File: config.mk
export PLATFORM = sky130hd
export DESIGN_NAME = load_store_unit
export DESIGN_NICKNAME = d
export VERILOG_FILES = /design/src/rtl/lsu_pkg.sv /design/src/rtl/lsu_extend.sv /design/src/rtl/load_store_unit.sv
export SDC_FILE = /design/constraint.sdc
export NUM_CORES = 1
export LEC_CHECK = 0
export CORE_UTILIZATION = 55
export DETAILED_ROUTE_END_ITERATION = 10
export GPL_TIMING_DRIVEN = 0
export PLACE_DENSITY = 0.87
export SKIP_CTS_REPAIR_TIMING = 1
export SLEW_MARGIN = 10
export SYNTH_ARGS = -nofsm -noshare
export SYNTH_HDL_FRONTEND = slang
export SYNTH_HIERARCHICAL = 1
export SYNTH_SLANG_ARGS = --single-unit
File: constraint.sdc
create_clock -name clk -period 7.3 [get_ports clk]
set_clock_uncertainty 0.2 [all_clocks]
set_input_delay 2.19 -clock clk [delete_from_list [all_inputs] [get_ports clk]]
set_output_delay 2.19 -clock clk [all_outputs]
set_load 0.01 [all_outputs]
File: src/rtl/lsu_pkg.sv
// Shared types and helpers for the byte-serial load/store unit.
package lsu_pkg;

    typedef enum logic [2:0] {
        OP_LB  = 3'b000,
        OP_LH  = 3'b001,
        OP_LW  = 3'b010,
        OP_LBU = 3'b011,
        OP_LHU = 3'b100,
        OP_SB  = 3'b101,
        OP_SH  = 3'b110,
        OP_SW  = 3'b111
    } mem_op_t;

    typedef enum logic [2:0] {
        IDLE,
        ACCESS,
        DRAIN,
        RESP,
        ERR_RSP
    } lsu_state_t;

    function automatic logic [2:0] op_bytes(input mem_op_t op);
        case (op)
            OP_LB, OP_LBU, OP_SB: return 3'd1;
            OP_LH, OP_LHU, OP_SH: return 3'd2;
            default:              return 3'd4;
        endcase
    endfunction

    function automatic logic op_is_store(input mem_op_t op);
        return (op == OP_SB) || (op == OP_SH) || (op == OP_SW);
    endfunction

endpackage

File: src/rtl/lsu_extend.sv
// Sign/zero extension of gathered load bytes; stores yield zero.
module lsu_extend
    import lsu_pkg::*;
(
    input  mem_op_t     i_op,
    input  logic [31:0] i_gather,
    output logic [31:0] o_rdata
);

    always_comb begin
        o_rdata = '0;
        case (i_op)
            OP_LB:   o_rdata = {{24{i_gather[7]}}, i_gather[7:0]};
            OP_LBU:  o_rdata = {24'd0, i_gather[7:0]};
            OP_LH:   o_rdata = {{16{i_gather[15]}}, i_gather[15:0]};
            OP_LHU:  o_rdata = {16'd0, i_gather[15:0]};
            OP_LW:   o_rdata = i_gather;
            default: o_rdata = '0;
        endcase
    end

endmodule

File: src/rtl/load_store_unit.sv
// Sequences load/store requests onto a byte-wide synchronous RAM, one byte per cycle,
// gathering load bytes and extending them for the response.
module load_store_unit
    import lsu_pkg::*;
#(
    parameter int DEPTH = 1024,
    parameter int AW    = $clog2(DEPTH)
) (
    input  logic          clk,
    input  logic          rst_n,
    input  logic          req_valid,
    output logic          req_ready,
    input  logic [2:0]    req_op,
    input  logic [31:0]   req_addr,
    input  logic [31:0]   req_wdata,
    output logic          rsp_valid,
    input  logic          rsp_ready,
    output logic [31:0]   rsp_rdata,
    output logic          rsp_err,
    output logic [AW-1:0] mem_addr,
    output logic          mem_we,
    output logic          mem_re,
    output logic [7:0]    mem_wdata,
    input  logic [7:0]    mem_rdata
);

    lsu_state_t    r_state;
    lsu_state_t    w_state_next;
    mem_op_t       r_op;
    logic [AW-1:0] r_addr;
    logic [31:0]   r_wdata;
    logic [2:0]    r_idx;

    logic [31:0]   w_gather;
    logic [31:0]   w_ext;
    logic [32:0]   w_end;
    logic [2:0]    w_n;
    logic          w_store;
    logic          w_accept;
    logic          w_range_err;
    logic          w_last;
    logic          w_cap_en;
    logic [1:0]    w_cap_idx;

    // Range check in 33 bits so addresses near 2^32 cannot wrap into range.
    assign w_accept    = (r_state == IDLE) && req_valid;
    assign w_end       = {1'b0, req_addr} + {30'd0, op_bytes(mem_op_t'(req_op))};
    assign w_range_err = w_end > 33'(DEPTH);
    assign w_n         = op_bytes(r_op);
    assign w_store     = op_is_store(r_op);
    assign w_last      = (r_idx == (w_n - 3'd1));

    always_ff @(posedge clk) begin
        if (!rst_n) r_state <= IDLE;
        else        r_state <= w_state_next;
    end

    always_comb begin
        w_state_next = r_state;
        case (r_state)
            IDLE:    if (req_valid) w_state_next = w_range_err ? ERR_RSP : ACCESS;
            ACCESS:  if (w_last)    w_state_next = w_store ? RESP : DRAIN;
            DRAIN:   w_state_next = RESP;
            RESP:    if (rsp_ready) w_state_next = IDLE;
            ERR_RSP: if (rsp_ready) w_state_next = IDLE;
            default: w_state_next = IDLE;
        endcase
    end

    always_comb begin
        req_ready = 1'b0;
        rsp_valid = 1'b0;
        rsp_err   = 1'b0;
        rsp_rdata = '0;
        mem_we    = 1'b0;
        mem_re    = 1'b0;
        case (r_state)
            IDLE:    req_ready = 1'b1;
            // Strobes are gated by reset so an aborting reset edge commits no further byte.
            ACCESS: begin
                mem_we = w_store & rst_n;
                mem_re = ~w_store & rst_n;
            end
            RESP: begin
                rsp_valid = 1'b1;
                rsp_rdata = w_ext;
            end
            ERR_RSP: begin
                rsp_valid = 1'b1;
                rsp_err   = 1'b1;
            end
            default: ;
        endcase
    end

    always_ff @(posedge clk) begin
        if (!rst_n) begin
            r_op    <= OP_LB;
            r_addr  <= '0;
            r_wdata <= '0;
            r_idx   <= '0;
        end else if (w_accept) begin
            r_op    <= mem_op_t'(req_op);
            r_addr  <= req_addr[AW-1:0];
            r_wdata <= req_wdata;
            r_idx   <= '0;
        end else if (r_state == ACCESS) begin
            r_idx   <= r_idx + 3'd1;
        end
    end

    assign mem_addr  = r_addr + AW'(r_idx);
    assign mem_wdata = r_wdata[{r_idx[1:0], 3'b000} +: 8];

    // Read data lags the strobe by one cycle, so the lane written is the previous index.
    assign w_cap_en  = ~w_store && (((r_state == ACCESS) && (r_idx != 3'd0)) || (r_state == DRAIN));
    assign w_cap_idx = (r_state == DRAIN) ? 2'(w_n - 3'd1) : 2'(r_idx - 3'd1);

    genvar gi;
    generate
        for (gi = 0; gi < 4; gi++) begin : g_lane
            logic [7:0] r_byte;
            always_ff @(posedge clk) begin
                if (!rst_n || w_accept)                   r_byte <= '0;
                else if (w_cap_en && (w_cap_idx == gi))  r_byte <= mem_rdata;
            end
            assign w_gather[8*gi +: 8] = r_byte;
        end
    endgenerate

    lsu_extend u_extend (
        .i_op     (r_op),
        .i_gather (w_gather),
        .o_rdata  (w_ext)
    );

endmodule

Word level (Yosys, flattened, before mapping)
Index checks and enable logic that the tools add are counted.
{ "word_totals": {"wordCells": 83, "register_bits": 83} }
{ "op_classes": {"shifts": 1, "bitwise": 4, "n_addsub": 5, "muxes": 16, "eq_ne": 23, "magnitude_cmp": 1, "n_reduce_logical": 24} }
{ "op_table": {"columns": ["operator", "count"], "rows": [
  ["$pmux W32 S5", 1],
  ["$add A32 B3 Y33", 1],
  ["$gt A33 B11 Y1 const B", 1],
  ["$mux W32", 1],
  ["$shiftx A32 B6 Y8", 1],
  ["$eq A3 B3 Y1 const B", 8],
  ["$eq A3 B2 Y1 const B", 5],
  ["$mux W3", 4],
  ["$pmux W3 S2", 2],
  ["$pmux W3 S4", 1],
  ["$reduce_or A3 Y1", 4],
  ["$add A10 B3 Y10", 1],
  ["$eq A3 B1 Y1 const B", 3],
  ["$logic_not A3 Y1", 3],
  ["$logic_and A1 B1 Y1", 7],
  ["$mux W1", 6],
  ["$eq A2 B2 Y1 const B", 2],
  ["$logic_or A1 B1 Y1", 4],
  ["$ne A2 B2 Y1 const B", 2],
  ["$reduce_or A2 Y1", 2],
  ["$add A3 B1 Y3 const B", 1],
  ["$eq A3 B3 Y1", 1],
  ["$reduce_and A3 Y1", 1],
  ["$reduce_bool A3 Y1", 1],
  ["other kinds (9)", 11]
]} }

Logic depth before layout (Yosys ltp)
Gate-level depths: netlist of the first run.
{ "logic_depth": {"ltp_word": 8, "mapped_depth": 13, "ltp_nobuf": 12} }

By module
The synthesis of the first run kept the hierarchy.
{ "modules_own_cells": {"columns": ["mod", "cells_each", "n_inst", "area_per_inst_um2"], "rows": [
  ["load_store_unit", 569, 1, 4794.6],
  ["lsu_extend", 89, 1, 784.5]
]} }

Worst setup path after synthesis of the first run
No wires, ideal clock.
{ "synth_path": {"kind": "in2out", "start": "input port rst_n", "end": "output port mem_we", "path_buffers": 1, "t_required_ns": 4.910, "path_slack_ns": 2.282, "cell_stages": 3, "t_arrival_ns": 2.628, "cell_sequence": "bufbuf_8 -> nand2_1 -> nor2_1"} }
{ "synth_between": {"elab_chain_len": 2} }
{ "synth_lines": {"columns": ["item", "line_no", "source"], "rows": [
  ["from (decl)", "load_store_unit.sv:10", "input logic rst_n,"],
  ["$and A1 B1 Y1", "load_store_unit.sv:81", "mem_we = w_store & rst_n;"],
  ["$mux W1", "load_store_unit.sv:77", "case (r_state)"],
  ["to (decl)", "load_store_unit.sv:21", "output logic mem_we,"]
]} }
Every way passes these cells.

Worst setup path after layout of the first run
Same ends and word-level chain as after synthesis.

==> out/metrics.cfg, run 1 <==
[setup_path]
cp.arrival_ns = 3.86
ff2ff_path_depth = 13
start_kind = primary input
r2r-start = r_idx[1]
startpoint = rst_n
r2r_slack_ns = 4.12
worst-path-max-fanout = 10
worstSetupPathType = primary input to primary output
crit_end = mem_we
critical_path_required_ns = 4.91
r2r-end = g_lane[2].r_byte[3]
endpoint_kind = primary output

[routing]
final_antenna_net_count = 0
vias = 5409
wl_per_cell_um = 16.24
totalWireLength_um = 15250
m1WireLength_um = 6508
met3_length_um = 927
maxUsedRoutingLayer = met4
drtPass1Iterations = 5
viasPerCell = 5.760
drc = 0
dr_wl_met2_um = 7529
initialDrtViolationCount = 264

[placed_design]
place_inst = 923
dpl.hpwl_um = 11530
port_buffers = 132
globalplace.congestion = 0.9305

[grt]
antenna_found_initial = 0
grt_pass1_wl_um = 24410
grt_max_degree = 17
gr-total-overflow = 0
grt_pass1_vias = 5130
track_usage_pct = 29.72

[clock_tree]
clk_latency_ns = 0.36
cts_num_sinks = 83
h-tree-depth = 3
numCtsBuffers = 9
root_buffer = clkbuf_8
cts_tree = done
path_clk_slew_ns = 0.09
cts_buffer_depth = 2

[sta]
hold_viol = 0
tightest_slew_ns = 0.6428
fin_crit_ns = 6.255
max_freq_mhz = 159.9
slew_headroom_pct = 57.15
finalMaxSlewViolations = 0
rsz0062_at_grt = false
fin_crit_sh_pct = 85.68
setup_viol = 0
tns_ns = 0
holdWs_ns = 0.2664

[yosys]
synth_common_cells = nand2_1, dfxtp_1, mux2i_1
synth_warnings = 6
yosysTopAreaCell = dfxtp_1
synth_top_cells_by_area = dfxtp_1, mux2i_1, nand2_1
synth.ff_latch_count = 83
ys.flop_type = dfxtp_1
synth_top_area_share_pct = 29.78
synth_most_common_cell = nand2_1
synth-edff-count = 0
yosysUniqueCellTypes = 74
syn_avg_cell_area_um2 = 8.479
synth_area_um2 = 5579
synth_fp_nets = 749
syn_inst = 658
yosysSeqAreaShare_pct = 29.78
ys_async_sr_fraction_pct = 0

[power_and_ir_drop]
peakVddDrop_mv = 0.1277
p_leak_nw = 2.731
power.density_nw_per_um2 = 146.8

[floorplanning]
die-area_um2 = 10550
die_h_um = 102.7
ios = 134
coreArea_um2 = 9819
initial_utilization_pct = 56.82
rows = 36
die_w_um = 102.7

[status]
outcome = complete, no violations

[flow_run]
maxCapViolCount = 0

[cells_and_area]
diodes = 0
layout-drive-gt1-share_pct = 9.553
fin_nets = 892
final_cells = 939
area_growth_pct = 30.79

[hold_path]
hold_class = flop to flop

-- where the power goes --
group / total, W / leakage, nW / switching, W / internal (W)
registers: 0.000481 / 0.676 / 0.0000128 / 0.000468
clock network: 0.000382 / 0.116 / 0.000184 / 0.000199
logic: 0.000208 / 1.94 / 0.000104 / 0.000105
total: 0.00107 / 2.73 / 0.000300 / 0.000772
-- final cells by class --
cell class	count	area, µm²
Buffer	48	281.5
Clock buffer	9	123.9
Clock inverter	7	106.4
Fill cell	773	2522
Inverter	12	45.04
Multi-Input combinational cell	515	3591
Sequential cell	83	1662
Tap cell	133	166.4
Timing Repair Buffer	132	1321
-- critical path, cell delays in order --
cell,delay [ns]
clkdlybuf4s50_1,0.60
bufbuf_8,0.31
nand2_1,0.05
nor2_1,0.13
clkdlybuf4s50_1,0.57
-- worst min path at each step --
stage / from / to / slack, ns / depth (start not counted)
finish: r_wdata[19] / r_wdata[19] / 0.27 / 2
floorplan: r_wdata[29] / r_wdata[29] / 0.24 / 2
detailed placement: r_wdata[19] / r_wdata[19] / 0.25 / 2
global route: r_wdata[20] / r_wdata[20] / 0.29 / 2
global placement: r_wdata[9] / r_wdata[9] / 0.25 / 2
CTS: r_wdata[19] / r_wdata[19] / 0.27 / 2
-- state kept, by name, indices dropped and copies added (netlist names) --
name           flops
r_addr            10
r_idx              3
r_op               3
r_wdata           32
g_lane.r_byte     32
r_state            3
-- per-layer routing --
layer,GRT usage [%],up-vias
met4,11.65,0
met5,0,-
met3,4.271,29
li1,-,2587
met2,52.00,231
met1,36.78,2562
-- cells in the final DEF (no fill, tap or decap), drive strengths merged, types with 3 or more instances in the layout --
master / instances
nor3: 11
xor2: 8
nand3: 13
xnor2: 16
and3: 11
clkbuf: 38
a21o: 3
a21boi: 45
or2: 5
nand4: 4
ha: 10
clkdlybuf4s50: 132
mux4: 8
nor4: 4
a211oi: 3
nor2: 42
dfxtp: 83
a21oi: 18
and2: 44
nand3b: 4
mux2: 3
nand4bb: 16
a31oi: 3
buf: 18
o21ai: 30
mux2i: 52
o211ai: 10
inv: 15
and4: 4
nand2: 119
-- per-stage QoR --
stage | utilization, % | worst slack, ns | power, W | area [µm²]
after detailed placement | 71.97 | 1.078 | 0.0006943 | 7067
after CTS | 74.31 | 1.068 | 0.001072 | 7297
after floorplan | - | 2.282 | 0.0005962 | 5579
after global placement | 71.97 | 1.058 | 0.0006858 | 7067
after global routing | 74.31 | 0.9716 | 0.001112 | 7297
final | 74.31 | 1.045 | 0.001072 | 7297
-- kinds of logic after synthesis --
| group | synth area share, % |
|---|---|
| and+or+nand+nor | 28.26 |
| AOI/OAI and AO/OA | 16.21 |
| buffers and inverters | 5.853 |
| adders and majority gates | 2.960 |
| DFF | 29.78 |
| xor gates and xnor gates | 3.768 |
| muxes | 13.16 |
Note: power is estimated with default switching activity, not from simulation.
==> inputs of run 2 (changes only) <==
- CORE_ASPECT_RATIO: not set -> 0.8
==> out/metrics.cfg, run 2 (synthesis results as in run 1) <==
[routing]
totalWireLength_um = 16010  ; +5.0%
viasPerCell = 5.860  ; +1.7%
initialDrtViolationCount = 444  ; +68%
final_antenna_net_count = 0  ; unchanged
drc = 0  ; unchanged
wl_per_cell_um = 17.00  ; +4.7%
vias = 5520  ; +2.1%
drtPass1Iterations = 8  ; +3

[placed_design]
globalplace.congestion = 0.8720  ; -6.3%
place_inst = 926  ; +0.33%
port_buffers = 132  ; unchanged
dpl.hpwl_um = 12170  ; +5.6%

[flow_run]
maxCapViolCount = 0  ; unchanged

[power_and_ir_drop]
peakVddDrop_mv = 0.1002  ; -22%
comb_power_share_pct = 17.8  ; -1.6 points
power.density_nw_per_um2 = 158.9  ; +8.2%
swShare_pct = 25.62  ; -2.4 points
power.switching_w = 0.0003009  ; +0.32%
intPower_w = 0.0008736  ; +13%
seq_power_share_pct = 41.0  ; -3.9 points
p_leak_nw = 2.767  ; +1.3%
p_total_w = 0.001175  ; +9.6%
p_clk_share_pct = 41.3  ; +5.6 points

[setup_path]
path_cells = clkdlybuf4s50_1 > bufbuf_8 > nand2_1 > nor2_1 > clkdlybuf4s50_1
worst-path-max-fanout = 10  ; unchanged
slowest_stage = clkdlybuf4s50_1
start_kind = primary input
critical_path.max_stage_delay_ns = 0.57  ; -0.03 ns
endpoint_kind = primary output
critical_path_required_ns = 4.91  ; about the same
worstSetupPathType = primary input to primary output
critPathBufInv = 3  ; unchanged
cpMostUsedCell = clkdlybuf4s50_1
cp_top_family = buffers and inverters
cp.arrival_ns = 3.78  ; -0.08 ns

[sta]
setup_viol = 0  ; unchanged
slew_headroom_pct = 58.70  ; +1.6 points
tns_ns = 0  ; unchanged
finalMaxSlewViolations = 0  ; unchanged
max_freq_mhz = 162.1  ; +1.4%
hold_viol = 0  ; unchanged
fin_crit_sh_pct = 84.51  ; -1.2 points
tightest_slew_ns = 0.6194  ; -0.02336 ns
fin_crit_ns = 6.170  ; -0.08540 ns
rsz0062_at_grt = false

[grt]
groute.layer.met2.usage_pct = 51.41  ; -0.59 points
antenna_found_initial = 0  ; unchanged
grt_max_degree = 16  ; -1
gr-total-overflow = 0  ; unchanged
top_usage_layer = met2
grt_pass1_vias = 5305  ; +3.4%
use_met3_pct = 4.759  ; +0.49 points
gr-usage-met1_pct = 40.97  ; +4.2 points
track_usage_pct = 31.02  ; +1.3 points
grt_pass1_wl_um = 25780  ; +5.6%

[floorplanning]
coreArea_um2 = 9729  ; -0.92%
die_w_um = 114.6  ; +12%
die-area_um2 = 10550  ; about the same
initial_utilization_pct = 57.34  ; +0.53 points
die_h_um = 92.09  ; -10%
rows = 32  ; -11%
ios = 134  ; unchanged

[cells_and_area]
reg.largest.list = g_lane.r_byte (32), r_wdata (32), r_addr (10)
fin_nets = 892  ; unchanged
final_cells = 942  ; +0.32%
final_cell_mix = clkdlybuf4s50_1, nand2_1, dfxtp_1
area_growth_pct = 32.45
final_common_cell = clkdlybuf4s50_1
diodes = 0  ; unchanged
layout-drive-gt1-share_pct = 9.429  ; -0.12 points

[clock_tree]
path_clk_slew_ns = 0.06  ; -0.03 ns
root_buffer = clkbuf_16
cts_num_sinks = 83  ; unchanged
numCtsBuffers = 9  ; unchanged
clk_latency_ns = 0.33  ; -0.03 ns
cts_buffer_depth = 2  ; unchanged
h-tree-depth = 3  ; unchanged
cts_tree = done

[hold_path]
hold_class = flop to flop

[status]
outcome = complete, no violations

[run 2: worst register-to-register path, cell delays in order (launching register included)]
cell and delay [ns]:
dfxtp_1 0.38, clkbuf_1 0.50, inv_1 0.20, ha_1 0.24, inv_1 0.05, o211ai_1 0.07, o21ai_0 0.09, nand3_1 0.20
nand2b_1 0.23, clkbuf_1 0.22, nor2_1 0.51, nand2_1 0.15, a21oi_1 0.14
[run 2: layout make-up]
| cell class | instances | area (µm²) |
|---|---|---|
| plain buffers | 48 | 281.5 |
| clock buffers | 10 | 229.0 |
| clock inverters | 6 | 90.09 |
| fillers | 688 | 2340 |
| inverters | 12 | 45.04 |
| multi-input cells | 515 | 3591 |
| flip-flops and latches | 83 | 1662 |
| well taps | 136 | 170.2 |
| repair buffers | 132 | 1321 |
[run 2: final timing paths]
| path | startpoint | endpoint | slack (ns) | depth (start not counted) |
|---|---|---|---|---|
| worst max-delay path | rst_n | mem_we | 1.13 | 5 |
| worst min-delay path | r_wdata[27] | r_wdata[27] | 0.27 | 2 |
| worst max register to register | r_idx[1] | g_lane[3].r_byte[7] | 4.06 | 12 |
| worst min register to register | r_wdata[27] | r_wdata[27] | 0.27 | 2 |
[run 2: layer usage]
| layer | up-vias | share of wire, % |
|---|---|---|
| li1 | 2595 | - |
| met1 | 2640 | 43 |
| met2 | 245 | 48 |
| met3 | 40 | 7.2 |
| met4 | 0 | 1.9 |
| met5 | - | 0 |
[run 2: power by group through the flow]
stage | Sequential [W] | Combinational (W) | Clock (W)
2_1_floorplan | 0.000487 | 0.000110 | 0
3_3_place_gp | 0.000490 | 0.000197 | 0
3_5_place_dp | 0.000491 | 0.000204 | 0
4_1_cts | 0.000481 | 0.000206 | 0.000487
5_1_grt | 0.000483 | 0.000225 | 0.000507
6_report | 0.000481 | 0.000209 | 0.000485
[run 2: stage by stage]
stage / worst slack (ns) / util, % / hold WS (ns) / instance area [µm²]
5_1_grt: 1.071 / 75.95 / 0.2834 / 7390
4_1_cts: 1.140 / 75.95 / 0.2714 / 7390
3_5_place_dp: 1.142 / 72.67 / 0.2570 / 7071
3_3_place_gp: 1.151 / 72.67 / 0.2475 / 7071
2_1_floorplan: 2.282 / - / 0.2402 / 5579
6_report: 1.130 / 75.95 / 0.2667 / 7390
